===== config.mk =====
export PLATFORM = sky130hd
export DESIGN_NAME = game_flow_sequencer_flat
export DESIGN_NICKNAME = d
export VERILOG_FILES = /design/src/rtl/game_flow_sequencer_if.sv /design/src/rtl/game_flow_sequencer.sv /design/src/flat_wrapper.sv
export SDC_FILE = /design/constraint.sdc
export NUM_CORES = 1
export LEC_CHECK = 0
export ABC_AREA = 1
export BUFFER_PORTS_ARGS = -buffer_cell sky130_fd_sc_hd__buf_2
export CORE_ASPECT_RATIO = 0.5
export CORE_UTILIZATION = 45
export CTS_CLUSTER_SIZE = 20
export DETAILED_ROUTE_END_ITERATION = 8
export PLACE_DENSITY = 0.64
export SYNTH_ARGS = -nofsm -noshare
export SYNTH_HDL_FRONTEND = slang
export SYNTH_SLANG_ARGS = --single-unit
export TNS_END_PERCENT = 20

===== constraint.sdc =====
create_clock -name CLOCK -period 4.3 [get_ports CLOCK]
set_clock_uncertainty 0.2 [all_clocks]
set_input_delay 1.075 -clock CLOCK [delete_from_list [all_inputs] [get_ports CLOCK]]
set_output_delay 1.075 -clock CLOCK [all_outputs]
set_load 0.05 [all_outputs]

===== src/rtl/game_flow_sequencer_if.sv =====
// game_flow_sequencer_if
//   Signal bundle between the game sequencer and the rest of the game top level.
//   The master side supplies the frame strobe, the player button and the
//   collision/pipe levels. The slave side (the sequencer) returns the game
//   state, the animation gates, the scores and the buzzer request.
//
//   frame_tick  : one-clock strobe per animation frame
//   start_btn   : start/restart request level
//   collision   : bird/pipe overlap level
//   pipe_wrap   : end-of-map level, each rising edge is one pipe passed
//   state       : 0 idle, 1 play, 2 hit, 3 over
//   scroll_en   : pipe/background/cloud motion enable
//   bird_run    : bird flap sprite select
//   score       : current score
//   high_score  : best score since reset
//   tone_en     : buzzer enable
//   tone_freq   : buzzer frequency word
interface game_flow_sequencer_if;
  logic        frame_tick;
  logic        start_btn;
  logic        collision;
  logic        pipe_wrap;
  logic [1:0]  state;
  logic        scroll_en;
  logic        bird_run;
  logic [9:0]  score;
  logic [9:0]  high_score;
  logic        tone_en;
  logic [15:0] tone_freq;

  modport master (
    output frame_tick, start_btn, collision, pipe_wrap,
    input  state, scroll_en, bird_run, score, high_score, tone_en, tone_freq
  );

  modport slave (
    input  frame_tick, start_btn, collision, pipe_wrap,
    output state, scroll_en, bird_run, score, high_score, tone_en, tone_freq
  );
endinterface


===== src/rtl/game_flow_sequencer.sv =====
// game_flow_sequencer
//   Top-level flow for the pipe game: idle -> play -> hit -> over. Gates the
//   scroll animations, keeps the running and high scores and requests buzzer
//   tones (a short chirp per pipe passed, a fixed tone while the hit freeze
//   lasts).
//
//   CLOCK  : system clock
//   reset  : synchronous, active-high
//   bus    : game_flow_sequencer_if slave modport (events in, status out)
//
//   state | meaning
//   ------+-----------------------------------------------------------
//   IDLE  | after reset, scene frozen, waits for a start press
//   PLAY  | scrolling, counts pipes, watches collision on frame ticks
//   HIT   | frozen for HIT_FRAMES frame ticks, hit tone on
//   OVER  | score on display, restart accepted after OVER_FRAMES ticks
module game_flow_sequencer #(
  parameter int unsigned HIT_FRAMES   = 30,
  parameter int unsigned OVER_FRAMES  = 120,
  parameter int unsigned CHIRP_FRAMES = 6,
  parameter int unsigned SCORE_MAX    = 999,
  parameter int unsigned TONE_STEP    = 50,
  parameter int unsigned HIT_TONE     = 200
) (
  input logic                  CLOCK,
  input logic                  reset,
  game_flow_sequencer_if.slave bus
);

  typedef enum logic [1:0] {
    IDLE = 2'd0,
    PLAY = 2'd1,
    HIT  = 2'd2,
    OVER = 2'd3
  } state_t;

  localparam logic [7:0]  HIT_LD   = 8'(HIT_FRAMES);
  localparam logic [7:0]  OVER_LD  = 8'(OVER_FRAMES);
  localparam logic [7:0]  CHIRP_LD = 8'(CHIRP_FRAMES);
  localparam logic [9:0]  SMAX     = 10'(SCORE_MAX);
  localparam logic [15:0] STEP     = 16'(TONE_STEP);
  localparam logic [15:0] HTONE    = 16'(HIT_TONE);

  state_t      state_q;
  logic        start_prev;
  logic        pipe_prev;
  logic [7:0]  frame_cnt;
  logic [7:0]  chirp_cnt;
  logic [9:0]  score_q;
  logic [9:0]  high_q;
  logic        scroll_q;
  logic        bird_q;
  logic        tone_en_q;
  logic [15:0] tone_freq_q;

  logic        start_rise;
  logic        pipe_rise;
  logic [7:0]  frame_dec;
  logic [7:0]  chirp_dec;
  logic        hit_done;
  logic        collide;
  logic [9:0]  score_inc;
  logic [15:0] score_tone;

  assign start_rise = bus.start_btn & ~start_prev;
  assign pipe_rise  = bus.pipe_wrap & ~pipe_prev;

  assign frame_dec = (bus.frame_tick && frame_cnt != 8'd0) ? frame_cnt - 8'd1 : frame_cnt;
  assign chirp_dec = (bus.frame_tick && chirp_cnt != 8'd0) ? chirp_cnt - 8'd1 : chirp_cnt;

  // The HIT_FRAMES-th tick is the one seen while the counter still holds 1,
  // so leave on that tick rather than a cycle after the counter hits zero.
  assign hit_done = (frame_cnt == 8'd0) || (bus.frame_tick && frame_cnt == 8'd1);

  // Collision only counts on a frame tick; mid-frame glitches are ignored.
  assign collide = bus.frame_tick & bus.collision;

  assign score_inc  = (score_q >= SMAX) ? SMAX : score_q + 10'd1;
  assign score_tone = {6'd0, score_q} * STEP;

  always_ff @(posedge CLOCK) begin
    if (reset) begin
      state_q     <= IDLE;
      start_prev  <= 1'b1;
      pipe_prev   <= 1'b1;
      frame_cnt   <= 8'd0;
      chirp_cnt   <= 8'd0;
      score_q     <= 10'd0;
      high_q      <= 10'd0;
      scroll_q    <= 1'b0;
      bird_q      <= 1'b0;
      tone_en_q   <= 1'b0;
      tone_freq_q <= 16'd0;
    end else begin
      start_prev  <= bus.start_btn;
      pipe_prev   <= bus.pipe_wrap;
      frame_cnt   <= frame_dec;
      chirp_cnt   <= chirp_dec;
      // Chirp tone tracks the registered score and chirp counter; the HIT
      // branches below override it with the fixed hit tone.
      tone_en_q   <= (chirp_cnt != 8'd0);
      tone_freq_q <= score_tone;

      case (state_q)
        IDLE: begin
          scroll_q  <= 1'b0;
          bird_q    <= 1'b0;
          score_q   <= 10'd0;
          chirp_cnt <= 8'd0;
          if (start_rise) begin
            state_q   <= PLAY;
            frame_cnt <= 8'd0;
            scroll_q  <= 1'b1;
            bird_q    <= 1'b1;
          end
        end

        PLAY: begin
          scroll_q <= 1'b1;
          bird_q   <= 1'b1;
          // Collision beats a pipe edge in the same cycle: no final point.
          if (collide) begin
            state_q     <= HIT;
            frame_cnt   <= HIT_LD;
            chirp_cnt   <= 8'd0;
            scroll_q    <= 1'b0;
            bird_q      <= 1'b0;
            tone_en_q   <= 1'b1;
            tone_freq_q <= HTONE;
          end else if (pipe_rise) begin
            score_q   <= score_inc;
            chirp_cnt <= CHIRP_LD;
          end
        end

        HIT: begin
          scroll_q  <= 1'b0;
          bird_q    <= 1'b0;
          chirp_cnt <= 8'd0;
          if (hit_done) begin
            state_q   <= OVER;
            frame_cnt <= OVER_LD;
            if (score_q > high_q) begin
              high_q <= score_q;
            end
          end else begin
            tone_en_q   <= 1'b1;
            tone_freq_q <= HTONE;
          end
        end

        OVER: begin
          scroll_q  <= 1'b0;
          bird_q    <= 1'b0;
          chirp_cnt <= 8'd0;
          // Presses before the display hold has expired are dropped.
          if (start_rise && frame_cnt == 8'd0) begin
            state_q   <= PLAY;
            score_q   <= 10'd0;
            frame_cnt <= 8'd0;
            scroll_q  <= 1'b1;
            bird_q    <= 1'b1;
          end
        end

        default: begin
          state_q   <= IDLE;
          scroll_q  <= 1'b0;
          bird_q    <= 1'b0;
          chirp_cnt <= 8'd0;
        end
      endcase
    end
  end

  assign bus.state      = state_q;
  assign bus.scroll_en  = scroll_q;
  assign bus.bird_run   = bird_q;
  assign bus.score      = score_q;
  assign bus.high_score = high_q;
  assign bus.tone_en    = tone_en_q;
  assign bus.tone_freq  = tone_freq_q;

endmodule


===== src/flat_wrapper.sv =====
// flat-port wrapper written by rule: the top's interface ports become plain ports
module game_flow_sequencer_flat 
#(
  parameter int unsigned HIT_FRAMES   = 30,
  parameter int unsigned OVER_FRAMES  = 120,
  parameter int unsigned CHIRP_FRAMES = 6,
  parameter int unsigned SCORE_MAX    = 999,
  parameter int unsigned TONE_STEP    = 50,
  parameter int unsigned HIT_TONE     = 200
)
  (CLOCK, reset, bus_frame_tick, bus_start_btn, bus_collision, bus_pipe_wrap, bus_state, bus_scroll_en, bus_bird_run, bus_score, bus_high_score, bus_tone_en, bus_tone_freq);
  game_flow_sequencer_if bus_i ();
  input logic CLOCK;
  input logic reset;
  input wire logic [$bits(bus_i.frame_tick)-1:0] bus_frame_tick;
  input wire logic [$bits(bus_i.start_btn)-1:0] bus_start_btn;
  input wire logic [$bits(bus_i.collision)-1:0] bus_collision;
  input wire logic [$bits(bus_i.pipe_wrap)-1:0] bus_pipe_wrap;
  output wire logic [$bits(bus_i.state)-1:0] bus_state;
  output wire logic [$bits(bus_i.scroll_en)-1:0] bus_scroll_en;
  output wire logic [$bits(bus_i.bird_run)-1:0] bus_bird_run;
  output wire logic [$bits(bus_i.score)-1:0] bus_score;
  output wire logic [$bits(bus_i.high_score)-1:0] bus_high_score;
  output wire logic [$bits(bus_i.tone_en)-1:0] bus_tone_en;
  output wire logic [$bits(bus_i.tone_freq)-1:0] bus_tone_freq;
  assign bus_i.frame_tick = bus_frame_tick;
  assign bus_i.start_btn = bus_start_btn;
  assign bus_i.collision = bus_collision;
  assign bus_i.pipe_wrap = bus_pipe_wrap;
  assign bus_state = bus_i.state;
  assign bus_scroll_en = bus_i.scroll_en;
  assign bus_bird_run = bus_i.bird_run;
  assign bus_score = bus_i.score;
  assign bus_high_score = bus_i.high_score;
  assign bus_tone_en = bus_i.tone_en;
  assign bus_tone_freq = bus_i.tone_freq;
  game_flow_sequencer #(.HIT_FRAMES(HIT_FRAMES), .OVER_FRAMES(OVER_FRAMES), .CHIRP_FRAMES(CHIRP_FRAMES), .SCORE_MAX(SCORE_MAX), .TONE_STEP(TONE_STEP), .HIT_TONE(HIT_TONE)) u_core (.CLOCK(CLOCK), .reset(reset), .bus(bus_i));
endmodule

==> flow_summary.json <==
{
  "clk_path_buf_depth": 2,
  "cts_tree": "built",
  "critPathCapture": "u_core.bus.tone_freq[11]",
  "power.ir.vdd_worst_uv": 230,
  "drive_gt1_share_pct": 15.2,
  "grt_max_degree": 21,
  "synth_cell_types": 34,
  "setup_viol": 0,
  "crit_type": "reg2reg",
  "fin_setup_tns_ns": 0,
  "fmax_ghz": 0.314,
  "seqCellArea_sq_mm": 0.00114,
  "multi_input_area_sq_mm": 0.00257,
  "io_pins": 47,
  "path_clk_slew_ns": 0.05,
  "cap_violations": 0,
  "first_global_vias": 3499,
  "stdcell_area_sq_mm": 0.00475,
  "rr_worst_depth": 13,
  "tightest_slew_ns": 0.832,
  "num_rows": 24,
  "outcome": "finished clean",
  "die_area_sq_mm": 0.00951,
  "die_y_um": 69.4,
  "syn_to_final_growth_pct": 16.0,
  "cts_setup_buffers": 0,
  "clock-root-buffer": "clkbuf_16",
  "num_vias": 3645,
  "gp_congestion": 0.886,
  "n_antenna_cell": 0,
  "synth_edf_count": 0,
  "place_hpwl_um": 7090,
  "synthArstFlopShare_pct": 0,
  "final_max_slew_viol_count": 0,
  "ys_seq_elements": 57,
  "post-route-period-util_pct": 74.0,
  "nNetsFinal": 687,
  "antenna_found_initial": 0,
  "worst_setup_path_end_kind": "register",
  "overflow": 0,
  "rrSetupSlack_ns": 1.12,
  "portBuffers": 45,
  "firstDrtPassIters": 5,
  "pre_cts_ws_ns": 1.12,
  "powerDensity_mw_per_mm2": 528,
  "drc": 0,
  "worst_setup_path_start_kind": "register",
  "synth_ff_type": "dfxtp_1",
  "wl_per_cell_um": 12.6,
  "synth.avg_cell_area_sq_um": 7.12,
  "worstPathArrival_ns": 3.20,
  "whs_path_depth": 2,
  "rsz0062_at_grt": "false",
  "hold_viol": 0,
  "synth_fp_nets": 643,
  "syn_inst": 575,
  "wl_um": 9330,
  "cts_buffers": 9,
  "crit_start": "u_core.bus.score[3]",
  "cts_resized": 0,
  "p_leak_nw": 2.45,
  "grt_pass1_wl_um": 16200,
  "initial_utilization_pct": 46.7,
  "drtIter0Drc": 181,
  "cts_max_level": 3,
  "cts_num_sinks": 57,
  "clk_latency_ns": 0.33,
  "rr_endpoint": "u_core.bus.tone_freq[11]",
  "nFillCells": 877,
  "die_w_um": 137,
  "design.core.area_sq_mm": 0.00877,
  "hold_start": "u_core.chirp_cnt[0]",
  "fin_ws_ns": 1.12,
  "ctsHoldBuffers": 0,
  "path_max_fanout": 8,
  "rr_startpoint": "u_core.bus.score[3]",
  "yosysWarningCount": 0,
  "syn_area_sq_mm": 0.00409,
  "slew_headroom_pct": 44.5,
  "grt_usage_pct": 21.8,
  "place_area_sq_mm": 0.00440,
  "period_needed_ns": 3.18,
  "vias_per_cell": 4.92,
  "min_path_type": "reg2reg",
  "required_ns": 4.32,
  "drtAntennaViolNets": 0,
  "yosysSeqAreaShare_pct": 27.9
}
==> report_power, final <==
part / total, W / internal (W) / switching (W)
clock network: 0.000838 / 0.000583 / 0.000256
registers: 0.000647 / 0.000596 / 0.0000515
logic: 0.00102 / 0.000288 / 0.000733
total: 0.00251 / 0.00147 / 0.00104
==> synthesized netlist by cell type (3+ instances only) <==
master	instances	area share [%]
buf_4	6	1.1
fa_1	5	2.4
clkbuf_1	3	0.28
nand3_2	3	0.73
nor2_1	81	7.4
inv_1	75	6.9
inv_2	8	0.73
xor2_1	16	3.4
nand3_1	40	4.9
a21oi_2	5	1.1
nand2_1	108	9.9
xnor2_1	3	0.64
nor2_2	3	0.46
o21ai_0	20	2.4
nand2_2	10	1.5
dfxtp_1	57	28
ha_1	57	17
a21oi_1	45	5.5
nand4_1	11	1.7
==> how the worst min path moves through the flow <==
stage / end
4_1_cts: u_core.chirp_cnt[0]
3_3_place_gp: u_core.chirp_cnt[0]
3_5_place_dp: u_core.chirp_cnt[0]
6_report: u_core.chirp_cnt[0]
5_1_grt: u_core.chirp_cnt[0]
2_1_floorplan: u_core.chirp_cnt[0]
==> final cells by class <==
cell class                      count  share of cell area [%]
Multi-Input combinational cell    423                    54.1
Clock inverter                      6                    2.42
Timing Repair Buffer               45                    4.74
Sequential cell                    57                    24.0
Inverter                           83                    6.56
Clock buffer                       10                    5.03
Tap cell                          117                    3.08
==> registers in the layout (all words and copies together) (netlist names) <==
signal and flops:
u_core.bus.high_score 10, u_core.bus.state 2, u_core.bus.tone_freq 15, u_core.bus.score 10, u_core.bus.scroll_en 1, u_core.bus.tone_en 1, u_core.start_prev 1, u_core.chirp_cnt 8
u_core.frame_cnt 8, u_core.pipe_prev 1
==> worst max-delay path, stage by stage (launching register included) <==
cell and delay (ns):
dfxtp_1 0.52, inv_1 0.15, ha_1 0.30, inv_1 0.06
ha_1 0.15, inv_1 0.05, fa_1 0.47, inv_1 0.04
ha_1 0.35, a21oi_1 0.24, o21ai_0 0.14, a21oi_1 0.16
xor2_1 0.16, nor2_1 0.06
==> through the flow <==
step / power (W) / cells / util (%) / hold slack, ns
after floorplan: 0.00148 / 575 / - / 0.240
after global placement: 0.00166 / 725 / 50.1 / 0.248
after detailed placement: 0.00167 / 725 / 50.1 / 0.256
after CTS: 0.00252 / 741 / 54.2 / 0.263
after global routing: 0.00268 / 741 / 54.2 / 0.301
final: 0.00251 / 741 / 54.2 / 0.261
==> cell families (layout without fill, tap and decap cells) <==
family,Yosys count,after routing,synth area share (%)
xor gates and xnor gates,19,19,4.06
other,1,1,0.0916
buffers and inverters,95,144,9.32
and+or+nand+nor,266,266,28.7
AOI/OAI and AO/OA,75,75,10.1
adders and majority gates,62,62,19.9
DFF,57,57,27.9
==> cells in the final DEF, fill, tap and decap left out, types with 2 or more instances in the layout <==
| cell | synthesis | routed |
|---|---|---|
| bufinv_16 | 0 | 3 |
| buf_2 | 2 | 45 |
| nand2_2 | 10 | 10 |
| nand4_1 | 11 | 11 |
| nand3b_1 | 2 | 2 |
| nor3b_1 | 2 | 2 |
| nand3_1 | 40 | 40 |
| clkinv_4 | 0 | 2 |
| inv_2 | 8 | 8 |
| xnor2_1 | 3 | 3 |
| nor3_1 | 2 | 2 |
| ha_1 | 57 | 57 |
| clkbuf_16 | 0 | 9 |
| fa_1 | 5 | 5 |
| nand3_2 | 3 | 3 |
| xor2_1 | 16 | 16 |
| a21oi_1 | 45 | 45 |
| nor2_2 | 3 | 3 |
| o21ai_0 | 20 | 20 |
| dfxtp_1 | 57 | 57 |
| a21oi_2 | 5 | 5 |
| nand2_1 | 108 | 108 |
| inv_1 | 75 | 75 |
| nor2_1 | 81 | 81 |
==> metal layers <==
layer | vias up | track usage, % | share of wire, %
met2 | 55 | 34.7 | 44
met3 | 6 | 5.48 | 4.1
met5 | - | 0 | 0
li1 | 1941 | - | -
met1 | 1643 | 29.1 | 51
met4 | 0 | 6.47 | 0.63
No activity file was read; power rests on OpenSTA's default activity.
